## src/rtl/tick_debouncer.sv

```systemverilog
`default_nettype none
// ============================================================================
// Module   : tick_debouncer
// Purpose  : Debounces a raw mechanical switch using the periodic single-cycle
//            m_tick strobe as its time base. A level change is accepted only
//            after the sampled input has stayed stable for CONFIRM_TICKS
//            strobes. Produces a registered debounced level and a one-cycle
//            pulse on every accepted 0->1 transition.
// Ports    : clock    - system clock, rising edge
//            reset    - asynchronous, active-high reset
//            m_tick   - single-cycle strobe from the tick generator
//            sw       - raw switch input
//            db_level - debounced level (registered)
//            db_tick  - one-cycle pulse on accepted rising transition
// Options  : TICK_DEBOUNCER_SYNC_EN - when defined, sw passes through a
//            2-flop synchronizer; otherwise sw must already be synchronous.
// Revision : 1.0 - initial release
// ============================================================================
module tick_debouncer #(
   parameter int CONFIRM_TICKS = 3,
   parameter int CNT_W         = 8
) (
   input  logic clock,
   input  logic reset,
   input  logic m_tick,
   input  logic sw,
   output logic db_level,
   output logic db_tick
);

   typedef enum logic [1:0] {
      ZERO  = 2'd0,
      WAIT1 = 2'd1,
      ONE   = 2'd2,
      WAIT0 = 2'd3
   } state_t;

   localparam logic [CNT_W-1:0] CNT_LAST = CNT_W'(CONFIRM_TICKS - 1);

   logic             sw_s;
   state_t           state;
   state_t           state_next;
   logic [CNT_W-1:0] cnt;
   logic [CNT_W-1:0] cnt_next;
   logic             level_next;
   logic             tick_next;

`ifdef TICK_DEBOUNCER_SYNC_EN
   logic [1:0] sync_ff;

   always_ff @(posedge clock or posedge reset) begin
      if (reset) begin
         sync_ff <= 2'b00;
      end else begin
         sync_ff <= {sync_ff[0], sw};
      end
   end

   assign sw_s = sync_ff[1];
`else
   assign sw_s = sw;
`endif

   always_ff @(posedge clock or posedge reset) begin
      if (reset) begin
         state    <= ZERO;
         cnt      <= '0;
         db_level <= 1'b0;
         db_tick  <= 1'b0;
      end else begin
         state    <= state_next;
         cnt      <= cnt_next;
         db_level <= level_next;
         db_tick  <= tick_next;
      end
   end

   // The counter leaves its WAIT state on reaching CNT_LAST, so it can never
   // step past that value and never wraps.
   always_comb begin
      state_next = state;
      cnt_next   = cnt;
      tick_next  = 1'b0;
      case (state)
         ZERO: begin
            if (sw_s) begin
               state_next = WAIT1;
               cnt_next   = '0;
            end
         end
         WAIT1: begin
            // A drop of the input wins over a coincident tick.
            if (!sw_s) begin
               state_next = ZERO;
            end else if (m_tick) begin
               if (cnt == CNT_LAST) begin
                  state_next = ONE;
                  tick_next  = 1'b1;
               end else begin
                  cnt_next = cnt + CNT_W'(1);
               end
            end
         end
         ONE: begin
            if (!sw_s) begin
               state_next = WAIT0;
               cnt_next   = '0;
            end
         end
         WAIT0: begin
            // Bouncing back to ONE is not a new press: no pulse here.
            if (sw_s) begin
               state_next = ONE;
            end else if (m_tick) begin
               if (cnt == CNT_LAST) begin
                  state_next = ZERO;
               end else begin
                  cnt_next = cnt + CNT_W'(1);
               end
            end
         end
         default: begin
            state_next = ZERO;
            cnt_next   = '0;
         end
      endcase
      level_next = (state_next == ONE) || (state_next == WAIT0);
   end

endmodule
`default_nettype wire

```

## config.mk

```make
export PLATFORM = sky130hd
export DESIGN_NAME = tick_debouncer
export DESIGN_NICKNAME = d
export VERILOG_FILES = /design/src/rtl/tick_debouncer.sv
export SDC_FILE = /design/constraint.sdc
export NUM_CORES = 1
export LEC_CHECK = 0
export ABC_AREA = 1
export BUFFER_PORTS_ARGS = -buffer_cell sky130_fd_sc_hd__buf_2
export CAP_MARGIN = 20
export CORE_AREA = 2 2 39 41
export DETAILED_ROUTE_END_ITERATION = 10
export DIE_AREA = 0 0 41 43
export PLACE_DENSITY = 0.68
export SLEW_MARGIN = 20
export SYNTH_ARGS = -nofsm -noshare
export SYNTH_HDL_FRONTEND = slang
export SYNTH_SLANG_ARGS = --single-unit
```

## constraint.sdc

```tcl
create_clock -name clock -period 1.4 [get_ports clock]
set_input_delay 0.14 -clock clock [delete_from_list [all_inputs] [get_ports clock]]
set_output_delay 0.14 -clock clock [all_outputs]
set_load 0.005 [all_outputs]
```

==> metrics.md, run 1 <==
| Metric | Value |
|---|---|
| Ant. Diodes | `0` |
| Slew Viols, Final | `0` |
| Max Cap Viol | `0` |
| Critical Path End | `cnt[0]$_DFFE_PP0P_` |
| FF+latch count, synth | `11` |
| Net Count, Synth | `roughly 100` |
| Global route overflow | `0` |
| WHS | `115 ps` |
| R2R setup slack | `40 ps` |
| Routed vias/inst | `5.21` |
| DP HPWL | `1040 um` |
| Cells after Synth | `96` |
| # setup viols final | `0` |
| Post-synthesis async set-or-reset flop share | `100%` |
| Top cell type's share of synthesized area | `39.1%` |
| Final worst-path cycle share | `96.9%` |
| Vias in the first global route | `619` |
| Setup_tns | `0 ps` |
| ANT nets after route | `0` |
| Critical Path End Type | `register` |
| Crit path max-delay family | `simple AND/OR/NAND/NOR gates` |
| Clk pin slew, worst setup/hold paths | `60 ps` |
| Post-synth cell types | `19` |
| Avg Inst Size Synth | `7.32 um2` |
| Largest net degree at the start of global routing | `12` |
| Die height | `43 um` |
| Reg-to-Reg End | `cnt[0]$_DFFE_PP0P_` |
| Area of the multi-input gates | `468 um2` |
| Placer Congestion | `0.816` |
| Final Hold Violating Endpoints | `0` |
| Initial core utilization | `50.8%` |
| WP depth | `9` |
| Register area share after synthesis | `between 30% and 40%` |
| PnR Total Power | `1.35 mW` |
| Kind of critical path | `reg2reg` |
| Worst-path cell chain | `inv_2 -> ha_4 -> nand2_2 -> nor2_2 -> nand2_2 -> nand2_4 -> nand2_4 -> nand3_2 -> nand2_1` |
| H-tree Lvls | `1` |
| Initial antenna violation count | `0` |
| Tmin final | `1360 ps` |
| Top post-synthesis cells by count | `nand2_1, nand3_1, dfrtp_1, nor2_1, inv_1` |
| Leakage | `~0.43 nW` |
| Row Count | `14` |
| Most common cell in the netlist | `nand2_1` |
| Worst skew pair latency | `280 ps` |
| Slew HR | `72.6%` |
| Peak supply drop | `0.945 mV` |
| EDFF count, synth | `0` |
| Die W | `41 um` |
| Final-layout fill cell count | `114` |
| Critical Path AT | `1530 ps` |
| Critical Path RT | `1570 ps` |
| Max frequency | `737 MHz` |
| Worst Path Max Fanout | `6` |
| Nets | `117` |
| Clock Skew | `3.97 ps` |
| Crit path max-delay cell type | `dfrtp_1` |
| Initial DRC Count | `12` |
| Routed length per instance | `12.1 um` |
| Worst Setup SP | `cnt[0]$_DFFE_PP0P_` |
| Remaining DRCs | `0` |
| Total GRT Usage | `21.1%` |
| Post-Syn Area | `703 um2` |
| Area contributors post-synth | `dfrtp_1, nand2_1, nand3_1, nor2_1, inv_1` |
| WP buf/inv | `1` |
| Clock buffer count from CTS | `3` |
| Worst path max stage delay | `430 ps` |
| Clock root cell | `clkbuf_4` |
| Core area | `about 1400 um2` |
| Status | `finished clean` |
| First-pass GRT wire length | `2480 um` |
| Yosys warns | `0` |
| I/O pins | `6` |
| Vias | `657` |
| Final Core Density | `64.6%` |
| Worst-Margin Slew | `410 ps` |
| Drt first pass iters | `4` |
| Power per Cell Area | `1510 nW/um2` |
| Worst r2r src | `cnt[0]$_DFFE_PP0P_` |
| RSZ-0062 raised after global routing | `yes` |
| Area growth, synth to finish | `27.0%` |
| HP Class | `in2reg` |
| Max Root-Sink Buffers | `2` |
| Post-synth top flop | `dfrtp_1` |
| Worst-case reg-to-reg path depth | `9` |
| Port bufs | `5` |
| Register area | `about 280 um2` |
| Die area | `1760 um2` |
| TritonCTS clock tree | `built` |
| Clock sinks | `11` |
| CP startpoint kind | `register` |
| WL final | `1520 um` |
| Layout cell share with drive strength beyond 1 | `38.2%` |
| Synth area leader | `dfrtp_1` |
how the worst min path moves through the flow:
stage	slack (ps)	cells after the start	startpoint	endpoint
final	120	3	sw	db_tick$_DFF_PP0_
after global routing	130	3	sw	db_tick$_DFF_PP0_
after CTS	120	3	sw	db_tick$_DFF_PP0_
after detailed placement	150	2	reset	db_tick$_DFF_PP0_
after global placement	150	2	reset	db_tick$_DFF_PP0_
after floorplan	-8	1	reset	cnt[0]$_DFFE_PP0P_
through the flow:
| stage | instances | setup WS, ps | area, um2 |
|---|---|---|---|
| final | 126 | 44.1 | 893 |
| after detailed placement | 117 | 22.3 | 748 |
| after floorplan | 96 | 151 | 703 |
| after CTS | 122 | 0.514 | 785 |
| after global routing | 126 | -47.5 | 893 |
| after global placement | 117 | 69.4 | 748 |
worst reg2reg max path, cell delays in order, from the launching register on:
cell and delay (ps):
dfrtp_1 430, inv_2 110, ha_4 130, nand2_2 50, nor2_2 90, nand2_2 80, nand2_4 150, nand2_4 90
nand3_2 80, nand2_1 50
final cells by class:
cell class | instances | area share, %
multi-input cells | 75 | 52.4
repair buffers | 9 | 6.86
clock buffers | 4 | 2.94
well taps | 16 | 2.24
flip-flops and latches | 11 | 31.0
inverters | 11 | 4.62
power by group:
group | leakage (nW) | switching, mW | internal [mW] | total (mW)
sequential | 0.145 | 0.0954 | 0.385 | 0.480
combinational | 0.268 | 0.406 | 0.241 | 0.647
clock | 0.0150 | 0.112 | 0.111 | 0.223
total | 0.428 | 0.614 | 0.737 | 1.35
cells by family after synthesis:
logic type / count (synthesis) / share of synthesized area (%)
adder cells (fa/ha/maj): 2 / 3.56
flip-flops: 11 / 39.1
AND/OR/NAND/NOR: 66 / 46.3
XOR/XNOR: 1 / 1.25
AO/OA/AOI/OAI: 5 / 3.91
buffers and inverters: 11 / 5.87
routing by layer:
metal	routed length, um	GRT usage (%)	vias to the layer above
met5	0	0	-
met4	44	12.0	0
met3	64	3.14	5
met2	806	32.8	15
met1	606	26.3	310
li1	-	-	327
registers in the layout (all words and copies together), names as in the netlist:
name      count
cnt           8
state         1
db_level      1
db_tick       1
placed cells by master, fill, tap and decap left out, drive strengths merged:
| cell type | count |
|---|---|
| nand2 | 38 |
| nor2 | 14 |
| nand3 | 13 |
| dfrtp | 11 |
| inv | 11 |
| buf | 8 |
| clkbuf | 4 |
| o21ai | 3 |
| ha | 2 |
| or2 | 1 |
| a21oi | 1 |
| xor2 | 1 |
| nor3b | 1 |
| o21bai | 1 |
| dlygate4sd3 | 1 |
repair_timing:
action                                  CTS  global route
buffers inserted                          0             3
hold buffers                              1             0
endpoints found under the setup margin    0            10
gates resized for setup                   0            20
hold endpoints to repair                 11             0
Power figures use the tool's default switching activity.
==> inputs of run 2 (changes only) <==
--- a/config.mk
+++ b/config.mk
@@ -5,13 +5,12 @@
 export SDC_FILE = /design/constraint.sdc
 export NUM_CORES = 1
 export LEC_CHECK = 0
-export ABC_AREA = 1
 export BUFFER_PORTS_ARGS = -buffer_cell sky130_fd_sc_hd__buf_2
 export CAP_MARGIN = 20
 export CORE_AREA = 2 2 39 41
 export DETAILED_ROUTE_END_ITERATION = 10
 export DIE_AREA = 0 0 41 43
-export PLACE_DENSITY = 0.68
+export PLACE_DENSITY = 0.62
 export SLEW_MARGIN = 20
 export SYNTH_ARGS = -nofsm -noshare
 export SYNTH_HDL_FRONTEND = slang
==> metrics.md, run 2 <==
| Metric | Value |
|---|---|
| First-pass GRT wire length | `2540 um (+2.2%)` |
| Synth area leader | `dfrtp_1` |
| HP Class | `in2reg` |
| WHS | `228 ps (+113 ps)` |
| Vias in the first global route | `611 (-1.3%)` |
| Final worst setup slack | `-419 ps (-463 ps)` |
| RSZ-0062 raised after global routing | `yes` |
| Ant. Diodes | `0 (unchanged)` |
| Metal3 WL | `55 um (-14%)` |
| Critical Path AT | `1990 ps (+460 ps)` |
| Slew HR | `72.0% (-0.68 points)` |
| H-tree Lvls | `1 (unchanged)` |
| Most common cell in the netlist | `dfrtp_1` |
| Area contributors post-synth | `dfrtp_1, nand2_1, ha_1, a21o_1, nor4_4` |
| Final-layout fill cell count | `106 (-7.0%)` |
| Tmin final | `1820 ps (+463 ps)` |
| Global route overflow | `0 (unchanged)` |
| Worst Path Max Fanout | `2 (-4)` |
| Worst path max stage delay | `500 ps (+70 ps)` |
| Commonest cells after routing, fill and taps aside | `buf_4, dfrtp_1, nand2_1, buf_2, nand3_1` |
| Vias | `606 (-7.8%)` |
| Initial DRC Count | `8 (-4)` |
| Largest net degree at the start of global routing | `12 (unchanged)` |
| Area growth, synth to finish | `48.6%` |
| Cells after Synth | `62 (-35%)` |
| Clock root cell | `clkbuf_4` |
| Design internal power | `0.924 mW (+25%)` |
| Post-synth cell types | `30 (+11)` |
| Failing checks | `setup timing` |
| Final Hold Violating Endpoints | `0 (unchanged)` |
| Worst-path cell chain | `inv_2 -> ha_1 -> or4b_4 -> nor4_4 -> nand3_2 -> mux2_4` |
| Top cell type's share of synthesized area | `43.5% (+4.3 points)` |
| Die W | `41 um (unchanged)` |
| Final worst-path cycle share | `130% (+33 points)` |
| Total GRT Usage | `22.2% (+1.1 points)` |
| Die area | `1760 um2 (unchanged)` |
| DP HPWL | `1030 um (-1.3%)` |
| Register area share after synthesis | `43.5% (+4.3 points)` |
| Final Core Density | `68.0% (+3.4 points)` |
| Initial core utilization | `45.8% (-5.1 points)` |
| ANT nets after route | `0 (unchanged)` |
| Status | `finished with violations` |
| Commonest non-fill, non-tap cell in the layout | `buf_4` |
| Row Count | `14 (unchanged)` |
| Max frequency | `550 MHz (-25%)` |
| Kind of critical path | `reg2reg` |
| Fin cells | `108 (-14%)` |
| Clock Skew | `2.98 ps (-0.986 ps)` |
| I/O pins | `6 (unchanged)` |
| EDFF count, synth | `0 (unchanged)` |
| Die height | `43 um (unchanged)` |
| Crit path max-delay cell type | `or4b_4` |
| Post-Place Cells | `97 (-17%)` |
| Power per Cell Area | `1550 nW/um2 (+2.4%)` |
| CP startpoint kind | `register` |
| Clock buffer count from CTS | `3 (unchanged)` |
| WL final | `1560 um (+2.5%)` |
| NetSw | `0.533 mW (-13%)` |
| Post-Syn Area | `633 um2 (-10%)` |
| Biggest register | `cnt` |
| Largest register FFs | `8 (unchanged)` |
| FF+latch count, synth | `11 (unchanged)` |
| WL met2 | `775 um (-3.8%)` |
| Sw Ratio | `36.6% (-8.9 points)` |
| Leakage | `0.447 nW (+4.4%)` |
| Placer Congestion | `0.816 (about the same)` |
| Routed length per instance | `14.4 um (+20%)` |
| Register share of total power | `28.9% (-6.6 points)` |
| Nets | `99 (-15%)` |
| Top post-synthesis cells by count | `dfrtp_1, nand2_1, nand3_1` |
| Remaining DRCs | `0 (unchanged)` |
| Slew Viols, Final | `0 (unchanged)` |
| Drt first pass iters | `4 (unchanged)` |
| Logic pwr share | `54.8% (+6.9 points)` |
| Max Root-Sink Buffers | `2 (unchanged)` |
| Net Count, Synth | `68 (-33%)` |
| Critical Path End Type | `register` |
| Max Cap Viol | `0 (unchanged)` |
| Clock sinks | `11 (unchanged)` |
| Clk pin slew, worst setup/hold paths | `80 ps (+20 ps)` |
| TritonCTS clock tree | `built` |
| Initial antenna violation count | `0 (unchanged)` |
| Yosys warns | `0 (unchanged)` |
| Post-synthesis async set-or-reset flop share | `100% (unchanged)` |
| Routed vias/inst | `5.61 (+7.6%)` |
| # setup viols final | `8 (+8)` |
| Metal-1 WL | `642 um (+5.9%)` |
| Critical Path RT | `1580 ps (about the same)` |
| Worst-Margin Slew | `420 ps (+10.2 ps)` |
| Core area | `1380 um2 (unchanged)` |
| Clock power share | `16.3% (-0.2 points)` |
| WP buf/inv | `1 (unchanged)` |
| Worst skew pair latency | `280 ps (about the same)` |
| Layout cell share with drive strength beyond 1 | `48.9% (+11 points)` |
| Peak supply drop | `0.864 mV (-8.5%)` |
| Dpl ws | `-389 ps (-411 ps)` |
| Port bufs | `5 (unchanged)` |
| Avg Inst Size Synth | `10.2 um2 (+39%)` |
| Max Used Layer | `met4` |
| Crit path max-delay family | `simple AND/OR/NAND/NOR gates` |
| Post-synth top flop | `dfrtp_1` |
==> run 2: cell count changes in the layout (fill, tap and decap cells not counted), moves of 4 or more <==
| cell | previous run | this run |
|---|---|---|
| buf_4 | 2 | 20 |
| nor2_1 | 9 | 1 |
| nand2_2 | 8 | 1 |
| inv_1 | 8 | 1 |
| nand3_2 | 5 | 1 |
| nand2_1 | 26 | 6 |
==> run 2: final timing paths <==
check	from	to	slack, ps	cells after the start
min in group asynchronous	reset	cnt[7]$_DFFE_PP0P_	380	3
max in group asynchronous	reset	cnt[0]$_DFFE_PP0P_	730	3
max	cnt[0]$_DFFE_PP0P_	db_level$_DFF_PP0_	-420	6
min reg2reg	db_level$_DFF_PP0_	db_tick$_DFF_PP0_	600	2
max reg2reg	cnt[0]$_DFFE_PP0P_	db_level$_DFF_PP0_	-420	6
min	sw	db_level$_DFF_PP0_	230	3
==> run 2: final cells by class <==
class / count / area [um2] / area share, %
Timing Repair Buffer: 29 / 219 / 23.3
Clock buffer: 4 / 26.3 / 2.79
Inverter: 2 / 7.51 / 0.798
Multi-Input combinational cell: 46 / 393 / 41.8
Sequential cell: 11 / 275 / 29.3
Tap cell: 16 / 20.0 / 2.13
==> run 2: cell families (layout without fill, tap and decap cells) <==
kind of cell               after synthesis  after routing  synth area share [%]
adders and majority gates                2              2                  3.95
AOI/OAI and AO/OA                       13             13                  15.4
xor gates and xnor gates                 2              2                  2.77
buffers and inverters                    5             35                  3.16
DFF                                     11             11                  43.5
muxes                                    1              1                  2.37
and+or+nand+nor                         28             28                  28.9
==> run 2: tightest hold or removal path: cells and delay by family <==
kind / cells / cell delay, ps
mux: 1 / 120
buf+inv: 2 / 220
==> run 2: repair_timing <==
action | in CTS | in global routing
hold buffers | 1 | 0
endpoints found under the setup margin | 8 | 9
cloned | 0 | 0
pin swaps | 4 | 4
endpoints found under the hold margin | 11 | 0
gates resized for setup | 9 | 5
setup buffers | 4 | 2
==> run 2: power groups by stage <==
stage	registers [mW]	logic (mW)	clock network [mW]
finish	0.421	0.798	0.237
detailed placement	0.421	0.655	0
floorplan	0.434	0.358	0
global placement	0.419	0.645	0
CTS	0.421	0.744	0.233
global route	0.433	0.870	0.253
==> run 2: through the flow <==
step	setup TNS [ps]	area (um2)	power, mW
after detailed placement	-2000	793	1.08
after global placement	-1720	793	1.06
final	-2420	941	1.46
after CTS	-2100	906	1.40
after floorplan	-1420	637	0.792
after global routing	-3070	941	1.56
==> run 2: per-layer routing <==
| metal | up-vias | GRT usage (%) |
|---|---|---|
| li1 | 291 | - |
| met1 | 289 | 23.8 |
| met2 | 18 | 33.4 |
| met3 | 8 | 5.24 |
| met4 | 0 | 20.0 |
| met5 | - | 0 |
